==> config.mk <==
export PLATFORM = sky130hd
export DESIGN_NAME = jpeg_marker_scanner_flat
export DESIGN_NICKNAME = d
export VERILOG_FILES = /design/src/rtl/jpeg_marker_scanner_if.sv /design/src/rtl/jpeg_marker_scanner.sv /design/src/flat_wrapper.sv
export SDC_FILE = /design/constraint.sdc
export NUM_CORES = 1
export LEC_CHECK = 0
export CORE_ASPECT_RATIO = 1.75
export CORE_MARGIN = 1
export CORE_UTILIZATION = 44
export DETAILED_ROUTE_END_ITERATION = 8
export GPL_TIMING_DRIVEN = 1
export PLACE_DENSITY = 0.77
export SYNTH_ARGS = -nofsm -noshare
export SYNTH_HDL_FRONTEND = slang
export SYNTH_SLANG_ARGS = --single-unit
==> constraint.sdc <==
create_clock -name i_clk -period 2.39 [get_ports i_clk]
set_clock_uncertainty 0.05 [all_clocks]
set_input_delay 0.5975 -clock i_clk [delete_from_list [all_inputs] [get_ports i_clk]]
set_output_delay 0.5975 -clock i_clk [all_outputs]
set_load 0.03 [all_outputs]
==> src/rtl/jpeg_marker_scanner_if.sv <==
// Word-in / result-out bundle for jpeg_marker_scanner.
// The slave modport is the scanner's view; the master modport is the source/sink side.
interface jpeg_marker_scanner_if #(
  parameter int unsigned BYTES_PER_WORD = 4
);
  logic [8*BYTES_PER_WORD-1:0] data_in;
  logic                        data_valid;
  logic                        data_ready;
  logic                        out_ready;
  logic                        jpeg_valid;
  logic                        found_app0;
  logic                        marker_valid;
  logic [7:0]                  marker_code;
  logic [15:0]                 marker_len;
  logic                        payload_valid;
  logic [7:0]                  payload_byte;
  logic                        payload_last;
  logic                        scan_valid;
  logic [7:0]                  scan_byte;
  logic                        rst_marker_valid;
  logic [2:0]                  rst_marker_idx;
  logic                        eoi;
  logic                        error;

  modport slave (
    input  data_in, data_valid, out_ready,
    output data_ready, jpeg_valid, found_app0, marker_valid, marker_code, marker_len,
           payload_valid, payload_byte, payload_last, scan_valid, scan_byte,
           rst_marker_valid, rst_marker_idx, eoi, error
  );

  modport master (
    output data_in, data_valid, out_ready,
    input  data_ready, jpeg_valid, found_app0, marker_valid, marker_code, marker_len,
           payload_valid, payload_byte, payload_last, scan_valid, scan_byte,
           rst_marker_valid, rst_marker_idx, eoi, error
  );
endinterface

==> src/rtl/jpeg_marker_scanner.sv <==
// JPEG marker parser: serialises big-endian words to bytes and walks SOI..EOI, reporting
// markers, forwarding segment payloads and un-stuffed entropy-coded scan bytes.
module jpeg_marker_scanner #(
  parameter int unsigned BYTES_PER_WORD = 4
) (
  input  logic                  i_clk,
  input  logic                  i_rst_n,
  jpeg_marker_scanner_if.slave  s_if
);
  localparam int unsigned BPW = BYTES_PER_WORD;
  localparam int unsigned IW  = (BPW > 1) ? $clog2(BPW) : 1;
  localparam logic [IW-1:0] LAST_IDX = IW'(BPW - 1);

  localparam logic [3:0] S_SEEK_SOI = 4'd0;
  localparam logic [3:0] S_MRK_FF   = 4'd1;
  localparam logic [3:0] S_MRK_CODE = 4'd2;
  localparam logic [3:0] S_LEN_HI   = 4'd3;
  localparam logic [3:0] S_LEN_LO   = 4'd4;
  localparam logic [3:0] S_PAYLOAD  = 4'd5;
  localparam logic [3:0] S_SCAN     = 4'd6;
  localparam logic [3:0] S_SCAN_FF  = 4'd7;
  localparam logic [3:0] S_ERR      = 4'd8;

  // Input buffer: the current byte is always the top byte of r_word (shifted on consume).
  logic [8*BPW-1:0] r_word;
  logic [IW-1:0]    r_idx;
  logic             r_full;
  logic             r_alive;

  logic [3:0]  r_state, w_state_nxt;
  logic        r_seek_ff, w_seek_ff_nxt;
  logic [7:0]  r_code, w_code_nxt;
  logic [7:0]  r_len_hi, w_len_hi_nxt;
  logic [15:0] r_count, w_count_nxt;

  logic        r_jpeg_valid, w_jpeg_valid_nxt;
  logic        r_found_app0, w_found_app0_nxt;
  logic        r_error, w_error_nxt;
  logic        r_marker_valid, w_marker_valid_nxt;
  logic [7:0]  r_marker_code, w_marker_code_nxt;
  logic [15:0] r_marker_len, w_marker_len_nxt;
  logic        r_payload_valid, w_payload_valid_nxt;
  logic [7:0]  r_payload_byte, w_payload_byte_nxt;
  logic        r_payload_last, w_payload_last_nxt;
  logic        r_scan_valid, w_scan_valid_nxt;
  logic [7:0]  r_scan_byte, w_scan_byte_nxt;
  logic        r_rst_valid, w_rst_valid_nxt;
  logic [2:0]  r_rst_idx, w_rst_idx_nxt;
  logic        r_eoi, w_eoi_nxt;

  logic        w_last, w_consume, w_ready, w_accept;
  logic [7:0]  w_byte;
  logic [15:0] w_len;
  logic        w_code_path, w_set_err, w_is_rst;

  assign w_byte    = r_word[8*BPW-1 -: 8];
  assign w_last    = (r_idx == LAST_IDX);
  assign w_consume = r_full && s_if.out_ready;
  assign w_ready   = r_alive && ((r_state == S_ERR) || !r_full || (w_last && s_if.out_ready));
  assign w_accept  = s_if.data_valid && w_ready;
  assign w_len     = {r_len_hi, w_byte};
  assign w_is_rst  = (w_byte[7:3] == 5'b11010);

  always_ff @(posedge i_clk or negedge i_rst_n) begin
    if (!i_rst_n) begin
      r_word  <= '0;
      r_idx   <= '0;
      r_full  <= 1'b0;
      r_alive <= 1'b0;
    end else begin
      r_alive <= 1'b1;
      // Words accepted while in ERR are dropped; the buffer just drains.
      if (w_accept && (r_state != S_ERR)) begin
        r_word <= s_if.data_in;
        r_idx  <= '0;
        r_full <= 1'b1;
      end else if (w_consume) begin
        r_word <= r_word << 8;
        if (w_last) r_full <= 1'b0;
        else        r_idx  <= r_idx + 1'b1;
      end
    end
  end

  always_comb begin
    w_state_nxt         = r_state;
    w_seek_ff_nxt       = r_seek_ff;
    w_code_nxt          = r_code;
    w_len_hi_nxt        = r_len_hi;
    w_count_nxt         = r_count;
    w_jpeg_valid_nxt    = r_jpeg_valid;
    w_found_app0_nxt    = r_found_app0;
    w_error_nxt         = r_error;
    w_marker_valid_nxt  = 1'b0;
    w_marker_code_nxt   = r_marker_code;
    w_marker_len_nxt    = r_marker_len;
    w_payload_valid_nxt = 1'b0;
    w_payload_byte_nxt  = r_payload_byte;
    w_payload_last_nxt  = 1'b0;
    w_scan_valid_nxt    = 1'b0;
    w_scan_byte_nxt     = r_scan_byte;
    w_rst_valid_nxt     = 1'b0;
    w_rst_idx_nxt       = r_rst_idx;
    w_eoi_nxt           = 1'b0;
    w_code_path         = 1'b0;
    w_set_err           = 1'b0;

    if (w_consume) begin
      case (r_state)
        S_SEEK_SOI: begin
          if (r_seek_ff && (w_byte == 8'hD8)) begin
            w_jpeg_valid_nxt   = 1'b1;
            w_found_app0_nxt   = 1'b0;
            w_marker_valid_nxt = 1'b1;
            w_marker_code_nxt  = 8'hD8;
            w_marker_len_nxt   = 16'd0;
            w_seek_ff_nxt      = 1'b0;
            w_state_nxt        = S_MRK_FF;
          end else begin
            w_seek_ff_nxt = (w_byte == 8'hFF);
          end
        end
        S_MRK_FF: begin
          if (w_byte == 8'hFF) w_state_nxt = S_MRK_CODE;
          else                 w_set_err   = 1'b1;
        end
        S_MRK_CODE: w_code_path = 1'b1;
        S_LEN_HI: begin
          w_len_hi_nxt = w_byte;
          w_state_nxt  = S_LEN_LO;
        end
        S_LEN_LO: begin
          if (w_len < 16'd2) begin
            w_set_err = 1'b1;
          end else begin
            w_marker_valid_nxt = 1'b1;
            w_marker_code_nxt  = r_code;
            w_marker_len_nxt   = w_len;
            if (r_code == 8'hE0) w_found_app0_nxt = 1'b1;
            w_count_nxt = w_len - 16'd2;
            if (w_len == 16'd2) w_state_nxt = (r_code == 8'hDA) ? S_SCAN : S_MRK_FF;
            else                w_state_nxt = S_PAYLOAD;
          end
        end
        S_PAYLOAD: begin
          w_payload_valid_nxt = 1'b1;
          w_payload_byte_nxt  = w_byte;
          w_payload_last_nxt  = (r_count == 16'd1);
          w_count_nxt         = r_count - 16'd1;
          if (r_count == 16'd1) w_state_nxt = (r_code == 8'hDA) ? S_SCAN : S_MRK_FF;
        end
        S_SCAN: begin
          if (w_byte == 8'hFF) begin
            w_state_nxt = S_SCAN_FF;
          end else begin
            w_scan_valid_nxt = 1'b1;
            w_scan_byte_nxt  = w_byte;
          end
        end
        S_SCAN_FF: begin
          if (w_byte == 8'h00) begin
            w_scan_valid_nxt = 1'b1;
            w_scan_byte_nxt  = 8'hFF;
            w_state_nxt      = S_SCAN;
          end else if (w_byte == 8'hFF) begin
            w_state_nxt = S_SCAN_FF;
          end else if (w_is_rst) begin
            w_rst_valid_nxt = 1'b1;
            w_rst_idx_nxt   = w_byte[2:0];
            w_state_nxt     = S_SCAN;
          end else begin
            w_code_path = 1'b1;
          end
        end
        default: ;
      endcase
    end

    // Shared marker-code decode for MRK_CODE and a non-RST marker inside a scan.
    if (w_code_path) begin
      if (w_byte == 8'hFF) begin
        w_state_nxt = S_MRK_CODE;
      end else if ((w_byte == 8'h00) || (w_byte == 8'hD8)) begin
        w_set_err = 1'b1;
      end else if (w_byte == 8'hD9) begin
        w_marker_valid_nxt = 1'b1;
        w_marker_code_nxt  = 8'hD9;
        w_marker_len_nxt   = 16'd0;
        w_eoi_nxt          = 1'b1;
        w_jpeg_valid_nxt   = 1'b0;
        w_seek_ff_nxt      = 1'b0;
        w_state_nxt        = S_SEEK_SOI;
      end else if ((w_byte == 8'h01) || w_is_rst) begin
        w_marker_valid_nxt = 1'b1;
        w_marker_code_nxt  = w_byte;
        w_marker_len_nxt   = 16'd0;
        w_state_nxt        = S_MRK_FF;
      end else begin
        w_code_nxt  = w_byte;
        w_state_nxt = S_LEN_HI;
      end
    end

    if (w_set_err) begin
      w_state_nxt = S_ERR;
      w_error_nxt = 1'b1;
    end
  end

  always_ff @(posedge i_clk or negedge i_rst_n) begin
    if (!i_rst_n) begin
      r_state         <= S_SEEK_SOI;
      r_seek_ff       <= 1'b0;
      r_code          <= '0;
      r_len_hi        <= '0;
      r_count         <= '0;
      r_jpeg_valid    <= 1'b0;
      r_found_app0    <= 1'b0;
      r_error         <= 1'b0;
      r_marker_valid  <= 1'b0;
      r_marker_code   <= '0;
      r_marker_len    <= '0;
      r_payload_valid <= 1'b0;
      r_payload_byte  <= '0;
      r_payload_last  <= 1'b0;
      r_scan_valid    <= 1'b0;
      r_scan_byte     <= '0;
      r_rst_valid     <= 1'b0;
      r_rst_idx       <= '0;
      r_eoi           <= 1'b0;
    end else begin
      r_state         <= w_state_nxt;
      r_seek_ff       <= w_seek_ff_nxt;
      r_code          <= w_code_nxt;
      r_len_hi        <= w_len_hi_nxt;
      r_count         <= w_count_nxt;
      r_jpeg_valid    <= w_jpeg_valid_nxt;
      r_found_app0    <= w_found_app0_nxt;
      r_error         <= w_error_nxt;
      r_marker_valid  <= w_marker_valid_nxt;
      r_marker_code   <= w_marker_code_nxt;
      r_marker_len    <= w_marker_len_nxt;
      r_payload_valid <= w_payload_valid_nxt;
      r_payload_byte  <= w_payload_byte_nxt;
      r_payload_last  <= w_payload_last_nxt;
      r_scan_valid    <= w_scan_valid_nxt;
      r_scan_byte     <= w_scan_byte_nxt;
      r_rst_valid     <= w_rst_valid_nxt;
      r_rst_idx       <= w_rst_idx_nxt;
      r_eoi           <= w_eoi_nxt;
    end
  end

  assign s_if.data_ready       = w_ready;
  assign s_if.jpeg_valid       = r_jpeg_valid;
  assign s_if.found_app0       = r_found_app0;
  assign s_if.marker_valid     = r_marker_valid;
  assign s_if.marker_code      = r_marker_code;
  assign s_if.marker_len       = r_marker_len;
  assign s_if.payload_valid    = r_payload_valid;
  assign s_if.payload_byte     = r_payload_byte;
  assign s_if.payload_last     = r_payload_last;
  assign s_if.scan_valid       = r_scan_valid;
  assign s_if.scan_byte        = r_scan_byte;
  assign s_if.rst_marker_valid = r_rst_valid;
  assign s_if.rst_marker_idx   = r_rst_idx;
  assign s_if.eoi              = r_eoi;
  assign s_if.error            = r_error;
endmodule

==> src/flat_wrapper.sv <==
// flat-port wrapper written by rule: the top's interface ports become plain ports
module jpeg_marker_scanner_flat 
#(
  parameter int unsigned BYTES_PER_WORD = 4
)
  (i_clk, i_rst_n, s_if_data_in, s_if_data_valid, s_if_out_ready, s_if_data_ready, s_if_jpeg_valid, s_if_found_app0, s_if_marker_valid, s_if_marker_code, s_if_marker_len, s_if_payload_valid, s_if_payload_byte, s_if_payload_last, s_if_scan_valid, s_if_scan_byte, s_if_rst_marker_valid, s_if_rst_marker_idx, s_if_eoi, s_if_error);
  jpeg_marker_scanner_if #(.BYTES_PER_WORD(BYTES_PER_WORD)) s_if_i ();
  input  logic i_clk;
  input  logic i_rst_n;
  input wire logic [$bits(s_if_i.data_in)-1:0] s_if_data_in;
  input wire logic [$bits(s_if_i.data_valid)-1:0] s_if_data_valid;
  input wire logic [$bits(s_if_i.out_ready)-1:0] s_if_out_ready;
  output wire logic [$bits(s_if_i.data_ready)-1:0] s_if_data_ready;
  output wire logic [$bits(s_if_i.jpeg_valid)-1:0] s_if_jpeg_valid;
  output wire logic [$bits(s_if_i.found_app0)-1:0] s_if_found_app0;
  output wire logic [$bits(s_if_i.marker_valid)-1:0] s_if_marker_valid;
  output wire logic [$bits(s_if_i.marker_code)-1:0] s_if_marker_code;
  output wire logic [$bits(s_if_i.marker_len)-1:0] s_if_marker_len;
  output wire logic [$bits(s_if_i.payload_valid)-1:0] s_if_payload_valid;
  output wire logic [$bits(s_if_i.payload_byte)-1:0] s_if_payload_byte;
  output wire logic [$bits(s_if_i.payload_last)-1:0] s_if_payload_last;
  output wire logic [$bits(s_if_i.scan_valid)-1:0] s_if_scan_valid;
  output wire logic [$bits(s_if_i.scan_byte)-1:0] s_if_scan_byte;
  output wire logic [$bits(s_if_i.rst_marker_valid)-1:0] s_if_rst_marker_valid;
  output wire logic [$bits(s_if_i.rst_marker_idx)-1:0] s_if_rst_marker_idx;
  output wire logic [$bits(s_if_i.eoi)-1:0] s_if_eoi;
  output wire logic [$bits(s_if_i.error)-1:0] s_if_error;
  assign s_if_i.data_in = s_if_data_in;
  assign s_if_i.data_valid = s_if_data_valid;
  assign s_if_i.out_ready = s_if_out_ready;
  assign s_if_data_ready = s_if_i.data_ready;
  assign s_if_jpeg_valid = s_if_i.jpeg_valid;
  assign s_if_found_app0 = s_if_i.found_app0;
  assign s_if_marker_valid = s_if_i.marker_valid;
  assign s_if_marker_code = s_if_i.marker_code;
  assign s_if_marker_len = s_if_i.marker_len;
  assign s_if_payload_valid = s_if_i.payload_valid;
  assign s_if_payload_byte = s_if_i.payload_byte;
  assign s_if_payload_last = s_if_i.payload_last;
  assign s_if_scan_valid = s_if_i.scan_valid;
  assign s_if_scan_byte = s_if_i.scan_byte;
  assign s_if_rst_marker_valid = s_if_i.rst_marker_valid;
  assign s_if_rst_marker_idx = s_if_i.rst_marker_idx;
  assign s_if_eoi = s_if_i.eoi;
  assign s_if_error = s_if_i.error;
  jpeg_marker_scanner #(.BYTES_PER_WORD(BYTES_PER_WORD)) u_core (.i_clk(i_clk), .i_rst_n(i_rst_n), .s_if(s_if_i));
endmodule
==> run metrics <==
GRT Residual Overflow 0; final net count approximately 810; Final setup viols 0; CTS Buffer Depth 2; Top Ports 89; via count 5564; commonest non-fill, non-tap cells in the layout dfrtp_1 (125), clkdlybuf4s50_1 (85), nor2_1 (81), buf_4 (75), a21oi_1 (52); synthesized cell area 0.00619 mm^2; Placement Cell Area between 0.007 and 0.008 mm^2; Detailed Route WL about 18000 um; placed cells roughly 900; number of buffers created by CTS 17; Post-Syn Nets 665; unrepaired setup endpoints after global routing yes; Rel. slew slack 0.663; drt first-iter violations approximately 390; detailed placement HPWL between 10000 and 15000 um; CP required 2640 ps; ANT cells 0; Cell Count, Final, Fillers Out 962; TritonCTS clock tree done; ANT nets after route 0; Design Area, Final 0.00839 mm^2; Final Hold Fails 0; Syn Inst Count 625; Post-synth EDFFs 0; Synth cell types 64; synth warn 0; clk sink count 125; top_reg_cell synth dfrtp_1; peak fanout along the critical path 8; Area Overhead vs Synth 35.6%; Die Area 0.0146 mm^2; slew at the pin closest to its max-slew limit 505 ps; P_leak 3.77 nW; port bufs 88; first-pass GRT wire length about 30000 um; power per cell area 1070 mW/mm^2; vias in the first global route 5864; worst vdd ir 614 uV; final period utilization 0.976; Max Freq approximately 430 MHz; Skew-Pair Late Insertion Delay 430 ps; WL/cell around 19 um; DIE WIDTH between 90 and 100 um; total track usage 0.267; # DRC 0; core area 0.0138 mm^2; vias per inst 5.78; max-slew violation count 0; Avg Inst Size Synth 9.90 um^2; CP endpoint kind register; commonest non-fill, non-tap cell in the layout dfrtp_1; crit path launch type register; crit path kind register to register; initial antenna violation count 0; synthesis-stage register bit count 125; final core occ 0.606; fin crit period 2330 ps; row count 57; share of cells above drive strength 1 0.192; Async S/R FF share, synth 1.00; min-delay worst type input pin to asynchronous set/reset pin; Max Cap Viol 0; TNS Setup 0 ps; clk slew on worst S/H paths 60 ps; largest net degree at the start of global routing 58; Die Span Y 159 um; drt first pass iters 7; H-Tree Level Count 4; Critical Path AT 2580 ps; routability cong. 0.939; sequential area share after synthesis 0.506; Initial Utilization 0.447; status complete, no violations; root buffer cell clkbuf_16
Yosys cell counts (all sizes together), types with 5 or more instances:
cell type | number | area share
a21oi | 52 | 0.042
a22oi | 20 | 0.024
buf | 19 | 0.016
clkbuf | 20 | 0.012
dfrtp | 125 | 0.51
inv | 10 | 0.0061
mux2 | 27 | 0.049
mux2i | 24 | 0.039
nand2 | 49 | 0.030
nand2b | 6 | 0.0061
nand3 | 22 | 0.018
nand4 | 6 | 0.0061
nor2 | 84 | 0.052
nor3 | 24 | 0.021
nor4 | 15 | 0.022
o21ai | 23 | 0.019
o22a | 10 | 0.014
o22ai | 5 | 0.0051
or3 | 6 | 0.0061
xnor2 | 5 | 0.0071
xor2 | 7 | 0.0099
area by class of cell:
type                    count  area [um^2]
clock inverters            12          126
fillers                  1160         5450
repair buffers            167         1540
clock buffers              20          457
inverters                  10         37.5
multi-input cells         451         2880
well taps                 177          221
flip-flops and latches    125         3130
what timing repair did:
action                     in CTS  in global routing
pin swaps                       0                  1
setup buffers                   0                  3
hold buffers                    0                  0
setup endpoints to repair       1                  4
resized for setup               3                  4
per-layer routing:
layer | track usage | part of all wire | vias to the layer above | wire, um
met2 | 0.470 | 0.55 | 198 | 9990
met5 | 0 | 0 | - | 0
met3 | 0.0541 | 0.042 | 72 | 765
li1 | - | - | 2555 | -
met1 | 0.280 | 0.35 | 2739 | 6390
met4 | 0.185 | 0.059 | 0 | 1070
path summary, 6_finish.rpt:
path	start	to	slack [ps]	cells past startpoint
worst max-delay path	u_core.r_word[30]	u_core.r_code[6]	60	6
worst min-delay path	i_rst_n	u_core.s_if.payload_byte[1]	90	1
min in group i_clk	u_core.s_if.error	u_core.s_if.error	410	1
worst max register to register	u_core.r_word[30]	u_core.r_code[6]	60	6
max in group asynchronous	i_rst_n	u_core.r_count[7]	1570	2
worst min register to register	u_core.s_if.error	u_core.s_if.error	410	1
flip-flops by register name, summed over array words and instances, names as in the netlist:
name and flops:
u_core.r_alive 1, u_core.r_code 8, u_core.r_count 16, u_core.r_full 1
u_core.r_idx 2, u_core.r_len_hi 8, u_core.r_seek_ff 1, u_core.r_state 4
u_core.r_word 32, u_core.s_if.eoi 1, u_core.s_if.error 1, u_core.s_if.found_app0 1
u_core.s_if.jpeg_valid 1, u_core.s_if.marker_code 8, u_core.s_if.marker_len 16, u_core.s_if.marker_valid 1
u_core.s_if.payload_byte 8, u_core.s_if.payload_last 1, u_core.s_if.payload_valid 1, u_core.s_if.rst_marker_idx 3
u_core.s_if.rst_marker_valid 1, u_core.s_if.scan_byte 8, u_core.s_if.scan_valid 1
stage by stage:
step                      total power [mW]  worst slack, ps  hold WS [ps]
after floorplan                       4.96              142           252
after CTS                             8.90             24.5           103
after detailed placement              6.35             -200           398
after global placement                6.24             -136           390
after global routing                  9.39            -14.2           116
final                                 8.94             57.0          91.2
cell families (layout without fill, tap and decap cells):
| family | count (synthesis) | in the layout | share of synthesized area |
|---|---|---|---|
| other cells | 1 | 1 | 0.000606 |
| fa+ha+maj | 4 | 4 | 0.00809 |
| flops | 125 | 125 | 0.506 |
| compound gates | 146 | 146 | 0.157 |
| buf+inv | 49 | 209 | 0.0342 |
| xor+xnor | 12 | 12 | 0.0170 |
| simple gates | 237 | 237 | 0.190 |
| mux | 51 | 51 | 0.0880 |
critical path: stages, from the launching register on:
cell and delay [ps]:
dfrtp_1 500, nor4_1 440, nand3_1 220, a21boi_2 370, nor3_4 70, nand2_2 180
mux2_1 370
power by group:
| group | internal [mW] | switching (mW) | leakage [nW] |
|---|---|---|---|
| Combinational | 1.42 | 1.78 | 1.85 |
| Clock | 1.51 | 1.03 | 0.281 |
| Sequential | 2.65 | 0.562 | 1.63 |
Power figures use the tool's default switching activity.
